<file path="src/rtl/debug_display_pkg.sv">
// rtl/debug_display_pkg.sv - register map, display modes and hex font for debug_display_ctrl
package debug_display_pkg;

    localparam logic [3:0] ADDR_CTRL   = 4'd0;
    localparam logic [3:0] ADDR_VALUE  = 4'd1;
    localparam logic [3:0] ADDR_BLINK  = 4'd2;
    localparam logic [3:0] ADDR_LEDS   = 4'd3;
    localparam logic [3:0] ADDR_PUSH   = 4'd4;
    localparam logic [3:0] ADDR_RATE   = 4'd5;
    localparam logic [3:0] ADDR_STATUS = 4'd6;

    typedef enum logic [1:0] {
        MODE_HEX    = 2'd0,
        MODE_RAW    = 2'd1,
        MODE_SCROLL = 2'd2,
        MODE_OFF    = 2'd3
    } mode_e;

    localparam logic [6:0] SEG_BLANK = 7'h7F;

    // Active-low g..a patterns, entry 0 in the least-significant slot.
    localparam logic [15:0][6:0] HEX_FONT = {
        7'h0E, 7'h06, 7'h21, 7'h46, 7'h03, 7'h08, 7'h10, 7'h00,
        7'h78, 7'h02, 7'h12, 7'h19, 7'h30, 7'h24, 7'h79, 7'h40
    };

endpackage

</file>
<file path="src/rtl/debug_display_ctrl_hex_to_seg7.sv">
// rtl/debug_display_ctrl_hex_to_seg7.sv - combinational nibble to active-low seven-segment decoder
module hex_to_seg7
    import debug_display_pkg::*;
(
    input  logic [3:0] nibble,
    output logic [6:0] seg
);

    assign seg = HEX_FONT[nibble];

endmodule

</file>
<file path="src/rtl/debug_display_ctrl.sv">
// rtl/debug_display_ctrl.sv - Avalon-MM debug display: hex/raw/scroll digits with blink, plus LEDs
module debug_display_ctrl
    import debug_display_pkg::*;
#(
    parameter int NUM_DIGITS    = 6,
    parameter int NUM_LEDS      = 10,
    parameter int CLK_HZ        = 50_000_000,
    parameter int SCROLL_DEPTH  = 16,
    parameter int BLINK_HALF_MS = 250
) (
    input  logic                    clk,
    input  logic                    reset,
    input  logic [3:0]              avs_address,
    input  logic                    avs_read,
    input  logic                    avs_write,
    input  logic [31:0]             avs_writedata,
    output logic [31:0]             avs_readdata,
    output logic [7*NUM_DIGITS-1:0] seg_conduit,
    output logic [NUM_LEDS-1:0]     light_conduit
);

    localparam int PRESC_DIV = CLK_HZ / 1000;
    localparam int PRE_W     = (PRESC_DIV > 1) ? $clog2(PRESC_DIV) : 1;
    localparam int BLK_W     = (BLINK_HALF_MS > 1) ? $clog2(BLINK_HALF_MS) : 1;
    localparam int PTR_W     = (SCROLL_DEPTH > 1) ? $clog2(SCROLL_DEPTH) : 1;
    localparam int CNT_W     = $clog2(SCROLL_DEPTH) + 1;
    localparam int SUM_W     = CNT_W + 1;

    logic                  enable, blank_lz, overflow, phase;
    mode_e                 mode;
    logic [31:0]           value_reg;
    logic [NUM_DIGITS-1:0] blink_reg;
    logic [NUM_LEDS-1:0]   leds_reg;
    logic [15:0]           rate_reg, rate_cnt;
    logic [6:0]            raw_reg [8];
    logic [6:0]            fifo_mem [SCROLL_DEPTH];
    logic [CNT_W-1:0]      count;
    logic [PTR_W-1:0]      offset;
    logic [PRE_W-1:0]      presc_cnt;
    logic [BLK_W-1:0]      blink_cnt;

    logic tick, rate_wr, step, push, clear, raw_hit;

    assign tick    = (presc_cnt == PRE_W'(PRESC_DIV - 1));
    assign rate_wr = avs_write && (avs_address == ADDR_RATE);
    assign push    = avs_write && (avs_address == ADDR_PUSH);
    assign clear   = avs_write && (avs_address == ADDR_CTRL) && avs_writedata[4];
    assign raw_hit = avs_address[3] && ({1'b0, avs_address[2:0]} < 4'(NUM_DIGITS));
    // A RATE write restarts the period, so it also suppresses a coincident step.
    assign step    = tick && !rate_wr && (rate_reg != 16'd0) && (rate_cnt == rate_reg - 16'd1);

    always_ff @(posedge clk) begin
        if (reset) begin
            enable    <= 1'b0;
            mode      <= MODE_HEX;
            blank_lz  <= 1'b0;
            value_reg <= '0;
            blink_reg <= '0;
            leds_reg  <= '0;
            rate_reg  <= '0;
            for (int i = 0; i < 8; i++) raw_reg[i] <= '0;
        end else if (avs_write) begin
            case (avs_address)
                ADDR_CTRL: begin
                    enable   <= avs_writedata[0];
                    mode     <= mode_e'(avs_writedata[2:1]);
                    blank_lz <= avs_writedata[3];
                end
                ADDR_VALUE: value_reg <= avs_writedata;
                ADDR_BLINK: blink_reg <= avs_writedata[NUM_DIGITS-1:0];
                ADDR_LEDS:  leds_reg  <= avs_writedata[NUM_LEDS-1:0];
                ADDR_RATE:  rate_reg  <= avs_writedata[15:0];
                default: if (raw_hit) raw_reg[avs_address[2:0]] <= avs_writedata[6:0];
            endcase
        end
    end

    always_ff @(posedge clk) begin
        if (reset) begin
            presc_cnt <= '0;
            blink_cnt <= '0;
            phase     <= 1'b0;
            rate_cnt  <= '0;
        end else begin
            presc_cnt <= tick ? '0 : presc_cnt + 1'b1;
            if (tick) begin
                if (blink_cnt == BLK_W'(BLINK_HALF_MS - 1)) begin
                    blink_cnt <= '0;
                    phase     <= ~phase;
                end else begin
                    blink_cnt <= blink_cnt + 1'b1;
                end
            end
            if (rate_wr)
                rate_cnt <= '0;
            else if (tick && rate_reg != 16'd0)
                rate_cnt <= step ? 16'd0 : rate_cnt + 16'd1;
        end
    end

    // Entries are never popped, so the oldest entry always sits at index 0.
    always_ff @(posedge clk) begin
        if (!reset && push && count != CNT_W'(SCROLL_DEPTH))
            fifo_mem[count[PTR_W-1:0]] <= avs_writedata[6:0];
    end

    always_ff @(posedge clk) begin
        if (reset) begin
            count    <= '0;
            offset   <= '0;
            overflow <= 1'b0;
        end else begin
            if (avs_write && avs_address == ADDR_STATUS && avs_writedata[0])
                overflow <= 1'b0;
            if (clear) begin
                count  <= '0;
                offset <= '0;
            end else begin
                if (push) begin
                    if (count == CNT_W'(SCROLL_DEPTH)) overflow <= 1'b1;
                    else                               count    <= count + 1'b1;
                end
                if (step) begin
                    if (count <= CNT_W'(1) || CNT_W'(offset) == count - CNT_W'(1))
                        offset <= '0;
                    else
                        offset <= offset + 1'b1;
                end
            end
        end
    end

    logic [31:0] rd_mux;

    always_comb begin
        rd_mux = '0;
        case (avs_address)
            ADDR_CTRL:   rd_mux = {28'd0, blank_lz, mode, enable};
            ADDR_VALUE:  rd_mux = value_reg;
            ADDR_BLINK:  rd_mux = 32'(blink_reg);
            ADDR_LEDS:   rd_mux = 32'(leds_reg);
            ADDR_PUSH:   rd_mux = 32'({count, count == CNT_W'(SCROLL_DEPTH), count == '0});
            ADDR_RATE:   rd_mux = {16'd0, rate_reg};
            ADDR_STATUS: rd_mux = {30'd0, phase, overflow};
            default:     if (raw_hit) rd_mux = {25'd0, raw_reg[avs_address[2:0]]};
        endcase
    end

    logic [6:0] hex_seg [NUM_DIGITS];

    for (genvar g = 0; g < NUM_DIGITS; g++) begin : g_font
        hex_to_seg7 u_hex (
            .nibble (value_reg[4*g +: 4]),
            .seg    (hex_seg[g])
        );
    end

    logic [NUM_DIGITS-1:0]   lz_mask;
    logic                    zero_above;
    logic [7*NUM_DIGITS-1:0] next_seg;
    logic [6:0]              digit;
    logic [SUM_W-1:0]        pos, idx;

    always_comb begin
        lz_mask    = '0;
        zero_above = 1'b1;
        for (int k = NUM_DIGITS - 1; k >= 1; k--) begin
            zero_above = zero_above && (value_reg[4*k +: 4] == 4'd0);
            lz_mask[k] = zero_above;
        end
    end

    always_comb begin
        next_seg = '1;
        digit    = SEG_BLANK;
        pos      = '0;
        idx      = '0;
        for (int k = 0; k < NUM_DIGITS; k++) begin
            digit = SEG_BLANK;
            pos   = SUM_W'(NUM_DIGITS - 1 - k);
            idx   = '0;
            if (enable) begin
                case (mode)
                    MODE_HEX:    if (!(blank_lz && lz_mask[k])) digit = hex_seg[k];
                    MODE_RAW:    digit = raw_reg[k];
                    MODE_SCROLL: if (pos < SUM_W'(count)) begin
                        // offset and pos are both below count, so one subtract is the modulo.
                        idx = SUM_W'(offset) + pos;
                        if (idx >= SUM_W'(count)) idx = idx - SUM_W'(count);
                        digit = fifo_mem[idx[PTR_W-1:0]];
                    end
                    default:     digit = SEG_BLANK;
                endcase
            end
            if (phase && blink_reg[k]) digit = SEG_BLANK;
            next_seg[7*(NUM_DIGITS-k)-1 -: 7] = digit;
        end
    end

    always_ff @(posedge clk) begin
        if (reset) begin
            seg_conduit   <= '1;
            light_conduit <= '0;
            avs_readdata  <= '0;
        end else begin
            seg_conduit   <= next_seg;
            light_conduit <= leds_reg;
            if (avs_read) avs_readdata <= rd_mux;
        end
    end

endmodule
</file>
<file path="config.mk">
export PLATFORM = sky130hd
export DESIGN_NAME = debug_display_ctrl
export DESIGN_NICKNAME = d
export VERILOG_FILES = /design/src/rtl/debug_display_pkg.sv /design/src/rtl/debug_display_ctrl_hex_to_seg7.sv /design/src/rtl/debug_display_ctrl.sv
export SDC_FILE = /design/constraint.sdc
export NUM_CORES = 1
export LEC_CHECK = 0
export ABC_AREA = 0
export CAP_MARGIN = 5
export CORE_MARGIN = 2
export CORE_UTILIZATION = 50
export CTS_CLUSTER_DIAMETER = 100
export DETAILED_ROUTE_END_ITERATION = 8
export PLACE_DENSITY = 0.68
export SETUP_SLACK_MARGIN = 0.1
export SLEW_MARGIN = 20
export SYNTH_ARGS = -nofsm -noshare
export SYNTH_HDL_FRONTEND = slang
export SYNTH_HIERARCHICAL = 1
export SYNTH_SLANG_ARGS = --single-unit
</file>
<file path="constraint.sdc">
create_clock -name clk -period 7.72 [get_ports clk]
set_input_delay 1.544 -clock clk [delete_from_list [all_inputs] [get_ports clk]]
set_output_delay 1.544 -clock clk [all_outputs]
set_load 0.03 [all_outputs]
</file>
-- Word level (Yosys, flattened, before mapping)
Memory sizes are Yosys's and may differ from the RTL's. A register that Yosys moved wholly into a read port is not among the register bits.
Index checks and enable logic that the tools add are counted.
- bits in registers: 203
- bits in writable memories: 168
- ROM bits: 672
- input port bits: 40
- output and inout port bits: 84
- logic and storage cells: 223
- memories: 8
- $add $sub $neg: 18
- magnitude comparators: 20
- equal/unequal tests: 14
- multiplexer cells: 80
- bitwise operators: 3
- reductions and logical operators: 58
- memory list (memory ; words ; width ; rd ports ; clocked after Yosys merged registers in ; wr ports ; RTL line ; text):
    (no name shown) ; 16 ; 7 ; 1 ; 1 ; 0 ; debug_display_ctrl_hex_to_seg7.sv:9 ; assign seg = HEX_FONT[nibble];
    (no name shown) ; 16 ; 7 ; 1 ; 1 ; 0 ; debug_display_ctrl_hex_to_seg7.sv:9 ;
    (no name shown) ; 16 ; 7 ; 1 ; 1 ; 0 ; debug_display_ctrl_hex_to_seg7.sv:9 ;
    (no name shown) ; 16 ; 7 ; 1 ; 1 ; 0 ; debug_display_ctrl_hex_to_seg7.sv:9 ;
    (no name shown) ; 16 ; 7 ; 1 ; 1 ; 0 ; debug_display_ctrl_hex_to_seg7.sv:9 ;
    (no name shown) ; 16 ; 7 ; 1 ; 1 ; 0 ; debug_display_ctrl_hex_to_seg7.sv:9 ;
    2 more memories ; -- ; -- ; -- ; -- ; -- ; -- ;
- operators with widths (operator ; count):
    32-bit case mux with 7 select lines ; 1
    4-bit 2-to-1 mux ; 37
    7-bit 2-to-1 mux ; 19
    7-bit case mux with 3 select lines ; 6
    16-bit by 1-bit adder with 16-bit output (second input constant) ; 2
    4-bit by 5-bit < comparator with 1-bit output (second input constant) ; 6
    1-bit logical AND ; 28
    5-bit greater-or-equal comparator ; 5
    4-bit logical NOT ; 6
    4-bit subtractor ; 6
    3-bit OR reduction ; 6
    16-bit == test ; 1
    16-bit == test (second input constant) ; 1
    16-bit 2-to-1 mux ; 1
    16-bit nonzero test ; 1
    16-bit by 1-bit subtractor with 16-bit output (second input constant) ; 1
    1-bit 2-to-1 mux ; 14
    2-bit AND reduction ; 7
    4-bit by 3-bit == test with 1-bit output (second input constant) ; 3
    4-bit by 2-bit adder with 5-bit output (second input constant) ; 2
    4-bit by 3-bit adder with 5-bit output (second input constant) ; 2
    1-bit by 5-bit < comparator with 1-bit output (first input constant) ; 2
    2-bit by 5-bit < comparator with 1-bit output (first input constant) ; 2
    3-bit by 5-bit < comparator with 1-bit output (first input constant) ; 2
    26 further kinds ; 32

-- Longest topological paths before layout
Gate-level depths: netlist of run 1.
- depth in word-level cells: 9
- depth in mapped cells: 16
- depth with buffers taken out: 13

-- Cells and area by module
Netlist of run 1, hierarchy kept.
- by module, submodules not included (module ; times used ; cells an instance ; area an instance (sq um) ; sequential area each (sq um)):
    debug_display_ctrl ; 1 ; 2562 ; 22863.2 ; 8688.3
    hex_to_seg7 ; 6 ; 32 ; 275.3 ; 0.0

-- Worst setup path before layout of run 1
Ideal clock, no wire load.
- path type: reg-to-reg
- start: register offset[1]
- end: register seg_conduit[26]
- setup time: 0.079 ns
- data arrival time: 3.813 ns
- required time: 7.641 ns
- path slack: 3.828 ns
- stages on the path, launching flop included: 15
- path buffers: 3
- period minus slack after synthesis: 3.892 ns
- cells stage by stage: dfxtp_1 clkbuf_1 inv_1 ha_1 xnor2_1 ha_1 a21oi_1 o21ai_1 a31oi_1 mux2i_1 buf_2 buf_2 mux2i_1 mux2i_1 o211ai_1
- longest elaborated chain between the ends: 9
- elaborated cells on any way between the ends: 10
- those cells by class: add/sub (2); order compare (1); mux (6); memory (1)
- ends and longest elaborated chain (what ; RTL line ; text):
    start: declaration ; debug_display_ctrl.sv:38 ; logic [PTR_W-1:0] offset;
    start signal: assignment ; debug_display_ctrl.sv:127 ; offset <= offset + 1'b1;
    4-bit by 2-bit adder with 5-bit output (*) ; debug_display_ctrl.sv:188 ; idx = SUM_W'(offset) + pos;
    4-bit subtractor / 5-bit greater-or-equal comparator (equally long branches) ; debug_display_ctrl.sv:189 ; if (idx >= SUM_W'(count)) idx = idx - SUM_W'(count);
    4-bit 2-to-1 mux (*) ; debug_display_ctrl.sv:189 ;
    4-bit 2-to-1 mux (*) ; debug_display_ctrl.sv:186 ; MODE_SCROLL: if (pos < SUM_W'(count)) begin
    4-bit 2-to-1 mux (*) ; debug_display_ctrl.sv:183 ; case (mode)
    4-bit 2-to-1 mux (*) ; debug_display_ctrl.sv:182 ; if (enable) begin
    memory 16 x 7 bit (*) ; -- ;
    7-bit 2-to-1 mux (*) ; debug_display_ctrl.sv:186 ;
    7-bit case mux with 3 select lines (*) ; debug_display_ctrl.sv:183 ;
    end signal: assignment ; debug_display_ctrl.sv:206 ; seg_conduit <= next_seg;
    end: declaration ; debug_display_ctrl.sv:18 ; output logic [7*NUM_DIGITS-1:0] seg_conduit,
Mark *: on every way between the ends. The rest lies on a longest branch, timed or not. The select of a mux whose other input is x is not followed.
A chain may end at the register's enable or synchronous reset.

-- Worst setup path in the final report of run 1
- start: register offset[1]
- end: register seg_conduit[19]
The elaborated chain is that of the path after synthesis.

==> impl_summary.md, run 1 <==
Run status
The flow ran to the end, and the final reports show no timing, DRC or antenna violations.

Clock tree
The number of H-tree levels is 2. The clock reaches the later pin of the worst-skew pair after 0.61 ns. The post-cts repair resize count is 0.

TritonCTS built the clock tree. Clock tree synthesis selected as its root buffer the cell clkbuf_16. The clock passes through at most 3 buffers. Counting the buffers created by CTS gives 42. The cts-stage hold buffer count is 0. The number of setup buffers added after CTS is 0. After clock tree synthesis, the clock-pin slew on the worst setup and hold paths is 0.06 ns. Counting every sink on the clock net gives 357.

Hold path
The worst hold path belongs to the class flop to flop.

Yosys
edfxtp_1 takes more of the synthesized area than any other cell. The number of library cell types mapped by synthesis is 89. For this run, the number of Yosys warnings is 6. Averaged over all synthesized cells, the footprint is 8.90 µm².

The number of storage elements in the synthesis netlist is 357. The cell area after synthesis is 0.0245 mm². Of the post-synthesis cell area, the dominant cell type holds 0.189. The portion of the post-synthesis area used by sequential elements is 0.354. The number of nets in the synthesized netlist is 2880. The async set-reset flop share out of synthesis is 0. By area the synthesized netlist is led by edfxtp_1 (19%), dfxtp_1 (17%), mux2i_1 (12%).

The instance count of the mapped netlist is 2754. The number of enable flip-flop cells after synthesis is 154. The commonest register cell after synthesis is dfxtp_1.

Route
The total met3 wirelength after detailed routing is 10.2 mm. The detailed-routed wire length on met2 is 45.6 mm. After detailed routing, the number of remaining DRC violations is 0. Detailed routing inserted a total of 23000 vias. The total wire length is 101 mm.

After the first detailed-routing iteration, the DRC count stood at 3267. The met1 wire length is 38.8 mm. In this run the remaining antenna-violating nets after routing total 0. The top routing layer in use is met4. In the final routed layout, each cell accounts on average for 29.6 µm. Using the TritonRoute via totals, the vias-per-cell ratio works out to 6.74. The first detailed-routing pass took 6 iterations.

Pwr
IR analysis of the VDD net gives a maximum drop of 0.181 mV. The total power divided by cell area is 162 mW/mm². The share of total power dissipated in the clock network is 0.480. Of the total power, registers draw 0.451. The part of the total power dissipated in combinational logic is 0.068. The internal power component is 0.00337 W. The leakage power figure is 10.3 nW. The switching power share of the total is 0.247. For this design the total switching power over the nets is 0.00110 W.

Final layout
The final layout contains 2887 nets. The count of cells in the finished layout, fillers not included, comes to 3416. Measured on the finished design, the core utilization comes to 0.568. The number of antenna diodes in the final layout is 0. The fraction of final layout cells sized beyond drive strength 1 is 0.0802.

Leaving out fill and tap cells, the most frequent cell in the layout is nand2_1. The number of flip-flops under the largest register name is 112. The top cell types in the final layout, fill and taps aside, are nand2_1 (312), mux2i_1 (289), nor2_1 (236). The area growth from synthesis to final layout is 12.7%.

Setup path
For flop-to-flop paths, the worst setup slack is 1.84 ns. The most critical setup path has its endpoint at seg_conduit[19]. The critical path in this run is classified as flop to flop. For the worst setup path, the data arrival time is 6.36 ns.

STA classifies the critical path endpoint as a flop. The slowest stage of the critical path belongs to the cell a2111oi_0. The critical path contains buffers and inverters numbering 3 combined. The largest single stage delay on the critical path is 1.00 ns. The kind of cell adding the most delay to the critical path is compound AO/OA/AOI/OAI gates. For the worst setup path, the data required time is 8.20 ns. In this run the worst path has a maximum fanout of 29. Walking the worst path, the cells encountered are inv_1, ha_1, inv_1, ha_1, a21oi_1, o21a_1, o22ai_2, buf_4, or2_2, and2_1, a2111oi_0, a22oi_1, o211ai_1. Measured in cells, the most critical reg-to-reg path has a length of 13. The path length in cells of the critical path is 13.

In this run the critical register-to-register path is captured at seg_conduit[19]. The start point of the critical path is offset[1]. STA classifies the critical path startpoint as a flop. The startpoint of the worst register-to-register path is offset[1].

Placement
OpenSTA, run right after detailed placement, puts the worst setup slack at 2.14 ns. The number of input and output port buffers inserted is 123. After legalization and detailed placement, the total HPWL measured 73.8 mm.

The number of placed instances, taps included, is 3339. Routability-driven placement finished with a final weighted congestion of 1.06.

Die
The die is 225 µm wide. The die is 225 µm tall. The top-level I/O count is 124.

The floorplan step defined a die boundary enclosing 0.0508 mm². The initialized floorplan defines 81 standard-cell rows. The initial utilization of the core area, before any placement, comes to 0.504. The total core area is 0.0486 mm².

Timing
The worst hold slack is 0.452 ns. The worst slew margin relative to its limit is 0.217. The final period demand of the worst path is 5.88 ns.

The total negative setup slack is 0 ns. The number of endpoints with negative hold slack in the final report is 0. The total of endpoints with negative setup slack in the final report is 0. The final critical-path setup slack is 1.84 ns. Setup repair after global routing left no endpoint under its margin. The slew at the pin closest to its max-slew limit is 1.16 ns.

The final clock skew is 0.0500 ns. Of the available clock period, the critical path in the final layout requires 0.761. The final number of max-transition violations is 0. The fmax is 170 MHz.

Global routing
The total global routing track utilization is 0.393. The via count of the first global-routing pass is 21700. The total overflow left after global routing is 0. The first global-routing pass estimated 147 mm of wire. The pin count of the biggest net entering global routing is 87. The initial antenna violation count is 3.

Run
The max-cap violation count is 0.
[metal layers]
layer  GRT usage  vias up
met3      0.0858      348
met5           0        -
met4       0.219        0
met1       0.497    11200
met2       0.623     1394
li1            -    10100
[worst min-delay path: cells and delay by family, from the launching register on]
family	cells	cell delay, ns
compound gates	1	0.05
flops	1	0.31
simple gates	1	0.05
[cell usage after synthesis (14+ instances only)]
cell type / count
ha_1: 82
mux4_2: 19
a31oi_1: 18
nor2_1: 237
edfxtp_1: 154
o211a_1: 14
a22oi_1: 23
xor2_1: 29
nand2_1: 312
nand4_1: 26
mux2_2: 36
dfxtp_1: 203
a211o_1: 15
nor3_1: 75
buf_2: 44
inv_1: 91
o211ai_1: 66
clkbuf_1: 136
nand3_1: 72
a311oi_1: 20
o21a_1: 16
o21ai_0: 69
buf_1: 14
and2_1: 53
and3_1: 22
a21oi_1: 180
xnor2_1: 47
nor2b_1: 33
a211oi_1: 85
mux2i_1: 295
o31ai_1: 18
[cells by family after synthesis]
kind of cell / Yosys count / synth area share
AO/OA/AOI/OAI: 648 / 0.180
buffers and inverters: 294 / 0.0496
adder cells (fa/ha/maj): 86 / 0.0451
multiplexers: 357 / 0.161
AND/OR/NAND/NOR: 935 / 0.182
flip-flops: 357 / 0.354
XOR/XNOR: 77 / 0.0281
[power groups by stage]
| stage | clock [W] | combinational (W) | sequential (W) |
|---|---|---|---|
| finish | 0.00215 | 0.000306 | 0.00202 |
| global route | 0.00223 | 0.000321 | 0.00202 |
| CTS | 0.00216 | 0.000298 | 0.00202 |
| detailed placement | 0 | 0.000297 | 0.00206 |
| global placement | 0 | 0.000292 | 0.00206 |
| floorplan | 0 | 0.000178 | 0.00205 |
[layout make-up]
class | count | area [µm²]
clock buffer | 63 | 1250
clock inverter | 14 | 250
fill | 4409 | 21000
inverter | 92 | 345
multi-input combinational | 2103 | 14800
sequential | 357 | 8690
tap | 622 | 778
timing repair buffer | 165 | 1530
[worst min path at each step]
stage                          start          endpoint  slack, ns  cells past startpoint
CTS                 avs_readdata[31]  avs_readdata[31]       0.46                      2
floorplan               presc_cnt[0]      presc_cnt[0]       0.41                      1
global placement        presc_cnt[0]      presc_cnt[0]       0.43                      1
global route            presc_cnt[0]      presc_cnt[0]       0.48                      1
finish              avs_readdata[31]  avs_readdata[31]       0.45                      2
detailed placement      presc_cnt[0]      presc_cnt[0]       0.45                      1
[per-stage QoR]
stage	total power [W]	instance area, µm²
2_1_floorplan	0.00223	24500
3_3_place_gp	0.00235	26100
3_5_place_dp	0.00235	26100
4_1_cts	0.00447	27600
5_1_grt	0.00457	27600
6_report	0.00447	27600
Note: power is estimated with default switching activity, not from simulation.
==> run 2: changes to the inputs <==
- clock period: 7.72 -> 5.7 ns (I/O delays scaled with it)
==> run 2 against run 1 <==
  * Critical path depth rose by 2
  * Clock skew fell by 0.013 ns
  * Clock-buffer cell count fell by 9
  * Fmax rose by 19%
  * Largest power group unchanged
==> impl_summary.md, run 2 (synthesis results as in run 1) <==
Clock tree
The maximum number of buffers from clock root to sink came to 3 (unchanged). The count of clock tree sinks is 357 (unchanged). The TritonCTS clock tree is built. The cell sitting at the root of the clock tree is a clkbuf_16.

The TritonCTS buffer count came to 42 (unchanged). The insertion delay to the later sink of the worst-skew pair is 0.62 ns (about the same). The post-cts repair resize count is 0 (unchanged). The clock transition at the register clock pins on the worst setup and hold paths after CTS was 0.06 ns (about the same). The post-CTS setup-driven buffer insertion count is 0 (unchanged). The number of H-tree levels was 2 (unchanged). The cts-stage hold buffer count is 0 (unchanged).

Setup path
The largest stage delay on the critical path is 0.72 ns (-0.28 ns). The required arrival time at the worst endpoint came to 6.23 ns (-1.97 ns). The critical path goes through inv_1, ha_1, inv_1, ha_1, a21oi_1, o21ai_1, a41oi_1, buf_4, and2_1, buf_4, buf_4, a211oi_1, a311oi_1, a22oi_1, a21oi_1.

The worst setup path is launched from a flop. The arrival time reported for the critical path endpoint is 5.45 ns (-0.91 ns). The highest net fanout along the worst path is 16 (-45%).

The class of the most critical setup path is flop to flop. The cell type of the slowest stage on the worst timing path is dfxtp_1. The element type at the critical path end is a flop. The cell that appears most often on the critical path is buf_4.

Die
The die area is 0.0508 mm² (unchanged). The top-level I/O count is 124 (unchanged). The site row count is 81 (unchanged). The die outline height is 225 µm (unchanged). The effective utilization at floorplan is 0.504 (unchanged). The die span in x is 225 µm (unchanged).

The total core area is 0.0486 mm² (unchanged).

Global routing
The wire length of the first global-routing pass came to 146 mm (-0.34%). The total global routing track utilization was 0.393 (about the same). The remaining global-route overflow is 0 (unchanged). The via count of the first global-routing pass came to 21400 (-1.4%). The initial antenna violation count is 1 (-2). The pin count of the biggest net entering global routing is 82 (-5.7%).

Final layout
Relative to the synthesized area, the layout overhead comes to 13.9%. The number of filler instances in the final layout was 4322 (-2.0%). Leaving out fill and tap cells, the most frequent cell in the layout is nand2_1. The area used by sequential logic in the layout is 0.00869 mm² (unchanged). The area taken by multi-input logic gates was 0.0148 mm² (about the same). The cell area after layout was 0.0279 mm² (+1.1%). The final net count is 2926 (+1.4%). The number of flip-flops under the largest register name is 112 (unchanged).

The fraction of final layout cells sized beyond drive strength 1 is 0.0928 (+0.0126). The top cell types in the final layout, fill and taps aside, are nand2_1 (312), mux2i_1 (289), nor2_1 (237).

Route
The number of DRC markers in iteration 0 is 2888 (-12%). The total wire length was 102 mm (+0.40%). The remaining design rule violation count was 0 (unchanged). The vias per cell came to 6.64 (-1.5%). The per-cell routed wire length is 29.4 µm (-0.79%). The remaining antenna violation count after routing is 0 (unchanged). The via total after detailed routing is 23000 (-0.27%). The count of TritonRoute iterations in the first routing pass is 6 (unchanged).

Timing
The portion of the clock cycle consumed by the worst path in the final layout is 0.865 (+0.103). The slew at the pin closest to its max-slew limit was 1.16 ns (-0.00806 ns). Setup repair after global routing left no endpoint under its margin. The worst slew margin relative to its limit came to 0.223 (+0.00608).

The total of endpoints with negative setup slack in the final report is 0 (unchanged). The final clock skew was 0.0374 ns (-0.0126 ns). The final number of max-transition violations came to 0 (unchanged). The fmax was 203 MHz (+19%). The final period demand of the worst path is 4.93 ns (-0.949 ns). The total negative setup slack is 0 ns (unchanged). The number of endpoints with negative hold slack in the final report came to 0 (unchanged). The final critical-path setup slack is 0.772 ns (-1.07 ns).

Placement
The sum of net half-perimeters after detailed placement is 74.9 mm (+1.5%). The routability congestion estimate is 1.09 (+2.2%). The pre-CTS setup slack is 0.928 ns (-1.21 ns).

The standard cell area after detailed placement came to 0.0264 mm² (+1.3%). The number of input and output port buffers inserted came to 123 (unchanged).

Pwr
The leakage power figure is 10.5 nW (+2.0%). The total power after layout is 0.00603 W (+35%). The total power divided by cell area is 216 mW/mm² (+34%).

The worst vdd rail ir drop is 0.241 mV (+33%).

Run status
The run finished with clean final reports.

Hold path
The worst hold-check path type is flop to flop.

Run
The max-cap violation count was 0 (unchanged).
## run 2: changes by cell type in the layout (fill, tap and decap cells not counted), moves of 3 or more
cell      before  now
buf_4         42   78
clkbuf_1      12    6
inv_4          0    3
buf_12         0    4
clkbuf_8       6    1
clkinv_2       4   10
## run 2: power breakdown
| group | total, W | switching [W] | internal [W] |
|---|---|---|---|
| Clock | 0.00289 | 0.00124 | 0.00165 |
| Sequential | 0.00273 | 0.0000361 | 0.00270 |
| Combinational | 0.000415 | 0.000270 | 0.000145 |
## run 2: path summary, 6_finish.rpt
| check | slack, ns | cells past startpoint | end | from |
|---|---|---|---|---|
| max | 0.77 | 15 | seg_conduit[15] | offset[1] |
| min | 0.44 | 1 | presc_cnt[0] | presc_cnt[0] |
| max reg2reg | 0.77 | 15 | seg_conduit[15] | offset[1] |
| min reg2reg | 0.44 | 1 | presc_cnt[0] | presc_cnt[0] |
## run 2: per-layer routing
metal	global-route usage	vias up	wire length, µm
li1	-	10200	-
met2	0.618	1377	45300
met4	0.210	2	6040
met3	0.0975	317	10500
met5	0	-	7
met1	0.498	11100	39600
## run 2: per-stage QoR
step           cells  utilization  hold WS, ns
2_1_floorplan   2754            -        0.413
5_1_grt         3456        0.574        0.477
6_report        3457        0.574        0.438
3_5_place_dp    3378        0.543        0.433
3_3_place_gp    3378        0.543        0.424
4_1_cts         3456        0.574        0.442
## run 2: critical path: cells and delay by family, from the launching register on
family	cells	cell delay [ns]
compound gates	7	1.74
fa+ha+maj	2	0.79
buf+inv	5	1.28
flops	1	0.72
simple gates	1	0.32
## run 2: area by class of cell
class	instances	share of cell area
clock inverters	24	0.0104
inverters	92	0.0124
well taps	622	0.0279
clock buffers	54	0.0427
diodes	1	0.0000896
repair buffers	204	0.0665
flip-flops and latches	357	0.311
multi-input cells	2103	0.529
